--- src/rtl/count_bcd.sv ---
`default_nettype none
// ============================================================================
// Module   : count_bcd
// Purpose  : Sequential binary-to-BCD converter (shift-and-add-3). Converts the
//            WIDTH-bit count of an upstream counter into DIGITS packed BCD
//            digits in WIDTH clock cycles, then pulses done for one cycle.
//            Optional macro COUNT_BCD_SEVSEG_EN adds an active-low seven-segment
//            decode of the result on port seg ({g,f,e,d,c,b,a} per digit).
// Revision : 1.0 - initial release
// ============================================================================
module count_bcd #(
   parameter int WIDTH  = 6,
   parameter int DIGITS = 2
) (
   input  logic                  clk,
   input  logic                  reset,
   input  logic                  start,
   input  logic [WIDTH-1:0]      bin,
   output logic                  busy,
   output logic                  done,
   output logic [4*DIGITS-1:0]   bcd
`ifdef COUNT_BCD_SEVSEG_EN
   ,
   output logic [7*DIGITS-1:0]   seg
`endif
);

   // Counter must be able to hold the value WIDTH.
   localparam int c_CW = $clog2(WIDTH + 1);

   function automatic longint unsigned f_pow10(input int n);
      longint unsigned p;
      p = 1;
      for (int i = 0; i < n; i++) p = p * 10;
      return p;
   endfunction

   // Refuse to build when the largest binary input cannot be represented.
   if (f_pow10(DIGITS) <= ((64'd1 << WIDTH) - 64'd1)) begin : g_bad_params
      $error("count_bcd: 10**DIGITS must exceed 2**WIDTH-1");
   end

   typedef enum logic [1:0] {
      S_IDLE    = 2'd0,
      S_CONVERT = 2'd1,
      S_DONE    = 2'd2
   } state_t;

   state_t                    r_state;
   state_t                    w_state_nxt;
   logic                      w_accept;
   logic                      w_last;
   logic [WIDTH-1:0]          r_shift;
   logic [4*DIGITS-1:0]       r_scratch;
   logic [c_CW-1:0]           r_cnt;
   logic [4*DIGITS-1:0]       r_bcd;
   logic [4*DIGITS-1:0]       w_adj;
   logic [4*DIGITS+WIDTH-1:0] w_cat;

   // Add-3 correction on every scratch digit that would overflow when doubled.
   genvar gi;
   for (gi = 0; gi < DIGITS; gi++) begin : g_adjust
      assign w_adj[4*gi +: 4] = (r_scratch[4*gi +: 4] >= 4'd5)
                              ? r_scratch[4*gi +: 4] + 4'd3
                              : r_scratch[4*gi +: 4];
   end

   // Corrected scratch and remaining binary bits shift left as one register.
   assign w_cat = {w_adj, r_shift} << 1;

   // State register; reset aborts any conversion immediately.
   always_ff @(posedge clk or negedge reset) begin
      if (!reset) r_state <= S_IDLE;
      else        r_state <= w_state_nxt;
   end

   // Next-state decode plus status outputs; DONE always lasts a single cycle.
   always_comb begin
      w_state_nxt = r_state;
      w_accept    = 1'b0;
      w_last      = 1'b0;
      busy        = 1'b0;
      done        = 1'b0;
      case (r_state)
         S_IDLE, S_DONE: begin
            done = (r_state == S_DONE);
            if (start) begin
               w_accept    = 1'b1;
               w_state_nxt = S_CONVERT;
            end else begin
               w_state_nxt = S_IDLE;
            end
         end
         S_CONVERT: begin
            busy = 1'b1;
            if (r_cnt == c_CW'(1)) begin
               w_last      = 1'b1;
               w_state_nxt = S_DONE;
            end
         end
         default: w_state_nxt = S_IDLE;
      endcase
   end

   // Datapath: capture on accept, shift during conversion, publish on last step.
   always_ff @(posedge clk or negedge reset) begin
      if (!reset) begin
         r_shift   <= '0;
         r_scratch <= '0;
         r_cnt     <= '0;
         r_bcd     <= '0;
      end else if (w_accept) begin
         r_shift   <= bin;
         r_scratch <= '0;
         r_cnt     <= c_CW'(WIDTH);
      end else if (r_state == S_CONVERT) begin
         r_scratch <= w_cat[4*DIGITS+WIDTH-1:WIDTH];
         r_shift   <= w_cat[WIDTH-1:0];
         r_cnt     <= r_cnt - c_CW'(1);
         if (w_last) r_bcd <= w_cat[4*DIGITS+WIDTH-1:WIDTH];
      end
   end

   assign bcd = r_bcd;

`ifdef COUNT_BCD_SEVSEG_EN
   // Active-low segment pattern {g,f,e,d,c,b,a}; non-decimal codes blank.
   function automatic logic [6:0] f_seg(input logic [3:0] d);
      case (d)
         4'd0:    return 7'b1000000;
         4'd1:    return 7'b1111001;
         4'd2:    return 7'b0100100;
         4'd3:    return 7'b0110000;
         4'd4:    return 7'b0011001;
         4'd5:    return 7'b0010010;
         4'd6:    return 7'b0000010;
         4'd7:    return 7'b1111000;
         4'd8:    return 7'b0000000;
         4'd9:    return 7'b0010000;
         default: return 7'b1111111;
      endcase
   endfunction

   for (gi = 0; gi < DIGITS; gi++) begin : g_seg
      assign seg[7*gi +: 7] = f_seg(r_bcd[4*gi +: 4]);
   end
`endif

endmodule
`default_nettype wire

--- config.mk ---
export PLATFORM = sky130hd
export DESIGN_NAME = count_bcd
export DESIGN_NICKNAME = d
export VERILOG_FILES = /design/src/rtl/count_bcd.sv
export SDC_FILE = /design/constraint.sdc
export NUM_CORES = 1
export LEC_CHECK = 0
export BUFFER_PORTS_ARGS = -buffer_cell sky130_fd_sc_hd__buf_2
export CORE_UTILIZATION = 56
export DETAILED_ROUTE_END_ITERATION = 10
export PLACE_DENSITY_LB_ADDON = 0.12
export SLEW_MARGIN = 10
export SYNTH_ARGS = -nofsm -noshare
export SYNTH_HDL_FRONTEND = slang
export SYNTH_SLANG_ARGS = --single-unit
--- constraint.sdc ---
create_clock -name clk -period 2.2 [get_ports clk]
set_clock_uncertainty 0.2 [all_clocks]
set_input_delay 0.22 -clock clk [delete_from_list [all_inputs] [get_ports clk]]
set_output_delay 0.22 -clock clk [all_outputs]
set_load 0.03 [all_outputs]
Word level (Yosys, flattened, before mapping). Index checks and enable logic that the tools add are counted.

Flip-flop bits (word level): 27. Latch bits: 0. RAM bits: 0. ROM bits: 0. Memories: 0.

Add/sub/neg operators: 3. Multipliers: 0. Divide/modulo/power cells: 0. Magnitude comparators: 2. Eq/ne operators: 4. Shift-type cells: 0. Muxes and demuxes: 17. Bitwise logic cells: 1. Reduce and logical (&&, ||, !) cells: 4.

Operator list (number): 8-bit 2-to-1 mux (2); 6-bit 2-to-1 mux (2); 3-bit 2-to-1 mux (3); 4-bit by 3-bit >= comparator with 1-bit output, second input constant (2); 1-bit 2-to-1 mux (7); 4-bit by 2-bit adder with 4-bit output, second input constant (1); 4-bit 2-to-1 mux (1); 2-bit case mux with 2 select lines (1); 3-bit by 2-bit adder with 3-bit output, second input constant (1); 3-bit by 1-bit equality test with 1-bit output, second input constant (1); 3-bit AND reduction (1); 3-bit by 1-bit subtractor with 3-bit output, second input constant (1); 2-bit by 1-bit equality test with 1-bit output, second input constant (1); 2-bit equality test, second input constant (1); 2-bit zero test (1); 2-bit 2-to-1 mux (1); 2-bit inequality test, second input constant (1); 2-bit nonzero test (1); 2-bit OR reduction (1); 1-bit NOT (1).

Longest topological paths before layout. Gate-level depths: netlist of the first run.

Depth in word-level cells: 5. Gate-level depth with buffers: 7.

Worst setup path after synthesis of the first run. OpenSTA, ideal clock, no wires.

Path kind: register to register. From: register r_scratch[0]. To: register r_bcd[2] (netlist: bcd[2]). Arrival: 1.375 ns. Required time: 1.917 ns. Path slack: 0.542 ns. Cell stages (with the launch flop): 6. Buffers on the path: 0. Period minus slack after synthesis: 1.658 ns. Cells stage by stage: dfrtp_1 > ha_1 > nand2b_1 > a21oi_2 > mux2_2 > o21ai_0.

Cells in the longest elaborated chain, start to end: 2. Elaborated cells between the ends (all ways): 3. Those cells by class: add/sub (1); order compare (1); mux (1).

RTL lines: from (decl) (line 54) `logic [4*DIGITS-1:0] r_scratch;`; from (signal assigned) (line 117) `r_scratch <= w_cat[4*DIGITS+WIDTH-1:WIDTH];`; 4-bit by 2-bit adder with 4-bit output or 4-bit by 3-bit >= comparator with 1-bit output (tied branches) (line 64, 63); 4-bit 2-to-1 mux (*) (line 64) `? r_scratch[4*gi +: 4] + 4'd3`; to (signal assigned) (line 120) `if (w_last) r_bcd <= w_cat[4*DIGITS+WIDTH-1:WIDTH];`; to (decl) (line 56) `logic [4*DIGITS-1:0] r_bcd;`.

Every way passes the cells marked *; elsewhere a longest branch is shown, timed or not. A chain may end at the register's enable or synchronous reset.

Worst setup path after layout of the first run.
From: register r_state[0]. To: output port busy.

Cells in the longest elaborated chain, start to end: 2.

RTL lines: from (decl) (line 49) `state_t r_state;`; from (signal assigned) (line 74) `else r_state <= w_state_nxt;`; 2-bit by 1-bit equality test with 1-bit output (line 84) `case (r_state)`; 1-bit 2-to-1 mux (line 84); to (decl) (line 19) `output logic busy,`.

Every way passes these cells.

==> impl_metrics.csv, run 1 <==
group,metric,value,unit
cts,cts_setup_buffers,0,
floorplan,dieArea,2670,um^2
critical_path,path_buf_inv,2,
final_layout,final_nets,176,
sta,rsz0062_at_grt,"no",
global_routing,grt_antenna_before_repair,0,
cts,cts_tree,"built",
route,num_vias,1030,
global_routing,globalRouteMet1Util,28.7,%
critical_path,critical_path_arrival,1.44,ns
placement,placed_cell_area,1500,um^2
critical_path,startpoint_type,"register",
critical_path,worstPathMaxFanout,13,
final_layout,fillers,188,
final_layout,antenna_cells,0,
final_layout,fin_area,1590,um^2
sta,max_freq,538,MHz
sta,hold-worst-slack,0.0274,ns
logic_synthesis,ys_types,31,
route,antenna_left,0,
critical_path,worst_path_dominant_cell_family,"flip-flops",
route,wl_per_cell,13.0,um
cts,cts_buffers,3,
route,wl,2450,um
hold_path,hp-class,"primary input to register",
placement,io_buffers,18,
global_routing,grt.overflow.total,0,
logic_synthesis,yosysWarnings,0,
critical_path,cp.required,1.78,ns
cts,clock_latency,0.31,ns
sta,fin_crit_sh,84.5,%
final_layout,postLayoutCoreUtil,69.7,%
critical_path,slowest_stage,"dfrtp_1",
global_routing,use_met2,39.2,%
floorplan,die_h,51.6,um
sta,setup_violations,0,
power_and_ir_drop,ir_worst_vdd,807,uV
sta,period_minus_slack,1.86,ns
floorplan,ios,19,
global_routing,grtUsageTotal,22.3,%
global_routing,grt_first_pass_wirelength,4450,um
logic_synthesis,postSynthAreaPerCell,10.3,um^2
cts,cts_root_buf,"clkbuf_4",
power_and_ir_drop,power.density_cell_area,1370,nW/um^2
cts,htreeDepth,1,
global_routing,grt_pass1_vias,1018,
placement,place_congestion,0.806,
cts,cts_buffer_depth,2,
logic_synthesis,ys_ff_latch,27,
sta,hold_viol_final,0,
route,drt-initial-drc-count,27,
logic_synthesis,ys_seq_area_share,49.0,%
final_layout,drive_gt1_share,20.6,%
cts,cts-resized-gates,0,
logic_synthesis,synthesis.nets,149,
cts,hold_buffers,6,
run_status,status,"finished clean",
power_and_ir_drop,p_leak,0.000725,uW
logic_synthesis,netlist_instances,134,
final_layout,syn_to_final_growth,15.0,%
logic_synthesis,netlist_area,1380,um^2
floorplan,rows,17,
critical_path,worstPathCellList,"nand2b_4, inv_4, buf_2",
sta,tns,0,ns
route,drtPass1Iterations,4,
floorplan,initial_core_util,60.6,%
floorplan,die_x,51.6,um
critical_path,path_class,"register to output port",
sta,max-slew-margin-rel,61.0,%
cts,clkSinkCount,27,
sta,worst_pin_slew,0.585,ns
critical_path,regToRegSetupSlack,0.36,ns
route,route.detailed.drc,0,
placement,dp_hpwl,1820,um
critical_path,slowest_delay,0.65,ns
global_routing,use_met3,2.63,%
cts,clkTransAtPathRegs,0.14,ns
sta,slew_violations,0,
critical_path,crit_path_end_kind,"output port",
job,maxCapViolCount,0,
global_routing,grt_max_degree,28,
route,via_per_inst,5.48,
floorplan,core,2280,um^2
global_routing,grt-busiest-layer,"met2",
placed cells by master (no fill, tap or decap), drive strengths merged, types with 2 or more instances in the layout:
master / instances
xnor2: 3
a21oi: 9
nand2: 15
inv: 9
o21ai: 17
nand2b: 3
dfrtp: 27
clkbuf: 4
dlygate4sd3: 6
buf: 20
a211oi: 5
nor2: 5
a31oi: 2
a22o: 3
ha: 6
mux2: 4
nor2b: 7
mux2i: 6
worst reg2reg max path: stages, from the launching register on:
cell and delay [ns]:
dfrtp_1 0.42, inv_1 0.10, ha_1 0.21, nand2b_1 0.07, a21oi_1 0.23, mux2_2 0.37
o21ai_0 0.16
cells in the mapped netlist, drive strengths merged:
master	count	share of area, %
dfrtp	27	49
o21ai	17	6.2
nand2	15	5.3
a21oi	9	3.5
inv	9	3.0
nor2b	7	3.2
ha	6	5.4
mux2i	6	4.4
a211oi	5	2.7
nor2	5	1.4
buf	4	1.5
mux2	4	3.5
a22o	3	1.9
nand2b	3	1.9
xnor2	3	1.9
a31oi	2	0.91
a22oi	1	0.54
and2	1	0.45
and2b	1	0.54
nand3	1	0.36
nor3	1	0.36
nor3b	1	0.54
o21a	1	0.54
o22ai	1	0.45
or2	1	0.63
registers in the layout, summed over array words and instances (netlist names):
signal	count
r_scratch	8
r_state	2
bcd	8
r_shift	6
r_cnt	3
cells by family (layout without fill, tap and decap cells):
logic type,after synthesis,after routing,synth area share (%)
fa+ha+maj,6,6,5.44
simple gates,36,36,14.6
compound gates,39,39,16.8
buf+inv,13,39,4.44
xor+xnor,3,3,1.90
mux,10,10,7.89
flops,27,27,49.0
layer usage:
layer	vias up	share of wire (%)	wire length, um
met2	16	53	1300
met4	0	0.49	12
met1	495	44	1070
met5	-	0	0
met3	2	2.6	63
li1	517	-	-
stage by stage:
stage	cells	setup WS (ns)	total power, uW
5_1_grt	188	0.236	2390
3_3_place_gp	178	0.514	1930
2_1_floorplan	134	0.542	1720
3_5_place_dp	178	0.387	1990
6_report	188	0.342	2180
4_1_cts	188	0.325	2210
final timing paths:
kind	depth (start not counted)	from	endpoint
worst max-delay path	3	r_state[0]$_DFFE_PN0P_	busy
worst min register to register	2	bcd[0]$_DFFE_PN0P_	bcd[0]$_DFFE_PN0P_
worst min-delay path	3	bin[0]	r_shift[0]$_DFFE_PN0P_
min in group asynchronous	2	reset	bcd[2]$_DFFE_PN0P_
max in group asynchronous	2	reset	r_cnt[2]$_DFFE_PN0P_
worst max register to register	6	r_scratch[4]$_DFFE_PN0P_	r_scratch[6]$_DFFE_PN0P_
final cells by class:
| class | instances | area [um^2] | area share (%) |
|---|---|---|---|
| Inverter | 9 | 41.3 | 2.60 |
| Tap cell | 28 | 35.0 | 2.21 |
| Sequential cell | 27 | 676 | 42.6 |
| Timing Repair Buffer | 26 | 165 | 10.4 |
| Multi-Input combinational cell | 94 | 643 | 40.5 |
| Clock buffer | 4 | 26.3 | 1.66 |
power by group:
group          internal, uW  total [uW]  switching [uW]
sequential              713         894             181
clock                  70.7         207             136
combinational           463        1080             616
total                  1250        2180             933
(Power assumes the default switching activity.)
==> run 2, diff against run 1 <==
--- a/config.mk
+++ b/config.mk
@@ -6,7 +6,8 @@
 export NUM_CORES = 1
 export LEC_CHECK = 0
 export BUFFER_PORTS_ARGS = -buffer_cell sky130_fd_sc_hd__buf_2
-export CORE_UTILIZATION = 56
+export CORE_ASPECT_RATIO = 2
+export CORE_UTILIZATION = 50
 export DETAILED_ROUTE_END_ITERATION = 10
 export PLACE_DENSITY_LB_ADDON = 0.12
 export SLEW_MARGIN = 10
==> constraint.sdc (replaced) <==
create_clock -name clk -period 1.55 [get_ports clk]
set_clock_uncertainty 0.2 [all_clocks]
set_input_delay 0.155 -clock clk [delete_from_list [all_inputs] [get_ports clk]]
set_output_delay 0.155 -clock clk [all_outputs]
set_load 0.03 [all_outputs]
==> run 2 against run 1 <==
Net effect: the run now ends with negative setup slack left; critical path depth rose by 2; setup slack got worse by 0.45 ns; worst hold slack improved by 0.10 ns; sequential share of layout area is 7.6 points lower; sequential power rose by 43%; cell count up 11%.
==> impl_metrics.csv, run 2 (synthesis gave the netlist of run 1 again) <==
group,metric,value,unit
route,route.detailed.drc,0,
final_layout,syn_to_final_growth,40.2,%
critical_path,crit_start,"r_scratch[0]$_DFFE_PN0P_",
critical_path,worstPathMaxFanout,4,
power_and_ir_drop,p_leak,0.000865,uW
sta,hold-worst-slack,0.131,ns
route,wl,3020,um
job,maxCapViolCount,0,
global_routing,grt_max_degree,28,
final_layout,postLayoutCoreUtil,75.3,%
sta,rsz0062_at_grt,"yes",
cts,clock_latency,0.28,ns
critical_path,ff2ff_path_depth,5,
cts,cts_buffers,3,
floorplan,initial_core_util,53.7,%
route,antenna_left,0,
global_routing,grt_first_pass_wirelength,5050,um
route,drtPass1Iterations,4,
floorplan,ios,19,
sta,slew_violations,0,
global_routing,grt_antenna_before_repair,0,
route,via_per_inst,5.30,
route,drt-initial-drc-count,25,
critical_path,crit_path_end,"r_scratch[2]$_DFFE_PN0P_",
cts,clkTransAtPathRegs,0.10,ns
run_status,failed_checks,"negative setup slack",
global_routing,grt.overflow.total,0,
route,wl_per_cell,14.5,um
sta,hold_viol_final,0,
sta,period_minus_slack,1.66,ns
critical_path,r2r_end,"r_scratch[2]$_DFFE_PN0P_",
sta,setup_ws,-0.105,ns
floorplan,core,2570,um^2
placement,place_congestion,0.759,
final_layout,antenna_cells,0,
sta,setup_violations,6,
final_layout,final_nets,196,
final_layout,drive_gt1_share,43.3,%
critical_path,startpoint_type,"register",
critical_path,r2r-start,"r_scratch[0]$_DFFE_PN0P_",
sta,worst_pin_slew,0.602,ns
critical_path,cp.required,1.56,ns
critical_path,critical_path_arrival,1.66,ns
final_layout,final_common_cell,"dfrtp_1",
final_layout,final_cell_mix,"dfrtp_1 (26), buf_4 (18), buf_2 (16)",
sta,fin_crit_sh,107,%
sta,max_freq,604,MHz
run_status,status,"complete, but fails checks",
cts,cts_tree,"built",
global_routing,grt_pass1_vias,1111,
placement,dp_hpwl,2120,um
route,num_vias,1102,
cts,htreeDepth,1,
cts,cts_root_buf,"clkbuf_8",
floorplan,die_h,76.3,um
power_and_ir_drop,ir_worst_vdd,989,uV
power_and_ir_drop,power,4030,uW
floorplan,rows,26,
floorplan,dieArea,2990,um^2
placement,io_buffers,18,
critical_path,regToRegSetupSlack,-0.11,ns
hold_path,min_from,"start",
placement,dp_slack,-0.0925,ns
hold_path,hp-class,"primary input to register",
sta,max-slew-margin-rel,59.8,%
cts,clkSinkCount,27,
power_and_ir_drop,power.density_cell_area,2080,nW/um^2
hold_path,whs_path_depth,4,
floorplan,die_x,39.2,um
cts,cts_buffer_depth,2,
critical_path,path_class,"register to register",
global_routing,grtUsageTotal,23.3,%
critical_path,crit_path_end_kind,"register",
run 2: layer usage:
layer	vias up	wire [um]	track usage, %
met5	-	0	0
met4	0	50	8.28
met3	5	54	2.62
met2	18	1710	41.2
met1	527	1210	26.7
li1	552	-	-
run 2: what timing repair did:
item | in CTS | in global routing
hold buffers | 7 | 0
setup buffers | 1 | 3
resized for setup | 13 | 24
hold endpoints to repair | 33 | 0
pin swaps | 1 | 4
setup endpoints to repair | 14 | 16
run 2: worst max-delay path, stage by stage, from the launching register on:
cell and delay, ns:
dfrtp_1 0.44, ha_2 0.20, nand2b_4 0.14, a21oi_4 0.15, mux2_4 0.33, o21ai_2 0.11
run 2: per-stage QoR:
stage / cells / area (um^2) / TNS [ns]
floorplan: 134 / 1430 / -0.0133
global placement: 193 / 1680 / -0.0634
detailed placement: 193 / 1680 / -0.497
CTS: 205 / 1840 / -0.427
global route: 208 / 1930 / -0.964
finish: 208 / 1930 / -0.424
run 2: cell type report:
| class | count | area (um^2) |
|---|---|---|
| Clock inverter | 1 | 7.51 |
| Timing Repair Buffer | 46 | 350 |
| Tap cell | 28 | 35.0 |
| Inverter | 9 | 41.3 |
| Fill cell | 178 | 636 |
| Sequential cell | 27 | 677 |
| Clock buffer | 3 | 41.3 |
| Multi-Input combinational cell | 94 | 782 |
run 2: worst min path at each step:
| stage | endpoint | slack (ns) |
|---|---|---|
| 6_report | r_state[0]$_DFFE_PN0P_ | 0.13 |
| 5_1_grt | r_state[0]$_DFFE_PN0P_ | 0.15 |
| 4_1_cts | r_state[0]$_DFFE_PN0P_ | 0.13 |
| 3_5_place_dp | bcd[1]$_DFFE_PN0P_ | 0.003 |
| 3_3_place_gp | bcd[1]$_DFFE_PN0P_ | -0.006 |
| 2_1_floorplan | bcd[0]$_DFFE_PN0P_ | -0.34 |
run 2: power by group:
group          internal (uW)  switching (uW)  leakage [uW]
Sequential              1020             261      0.000333
Clock                    183             235     0.0000217
Combinational           1150            1190      0.000511
Total                   2350            1680      0.000865
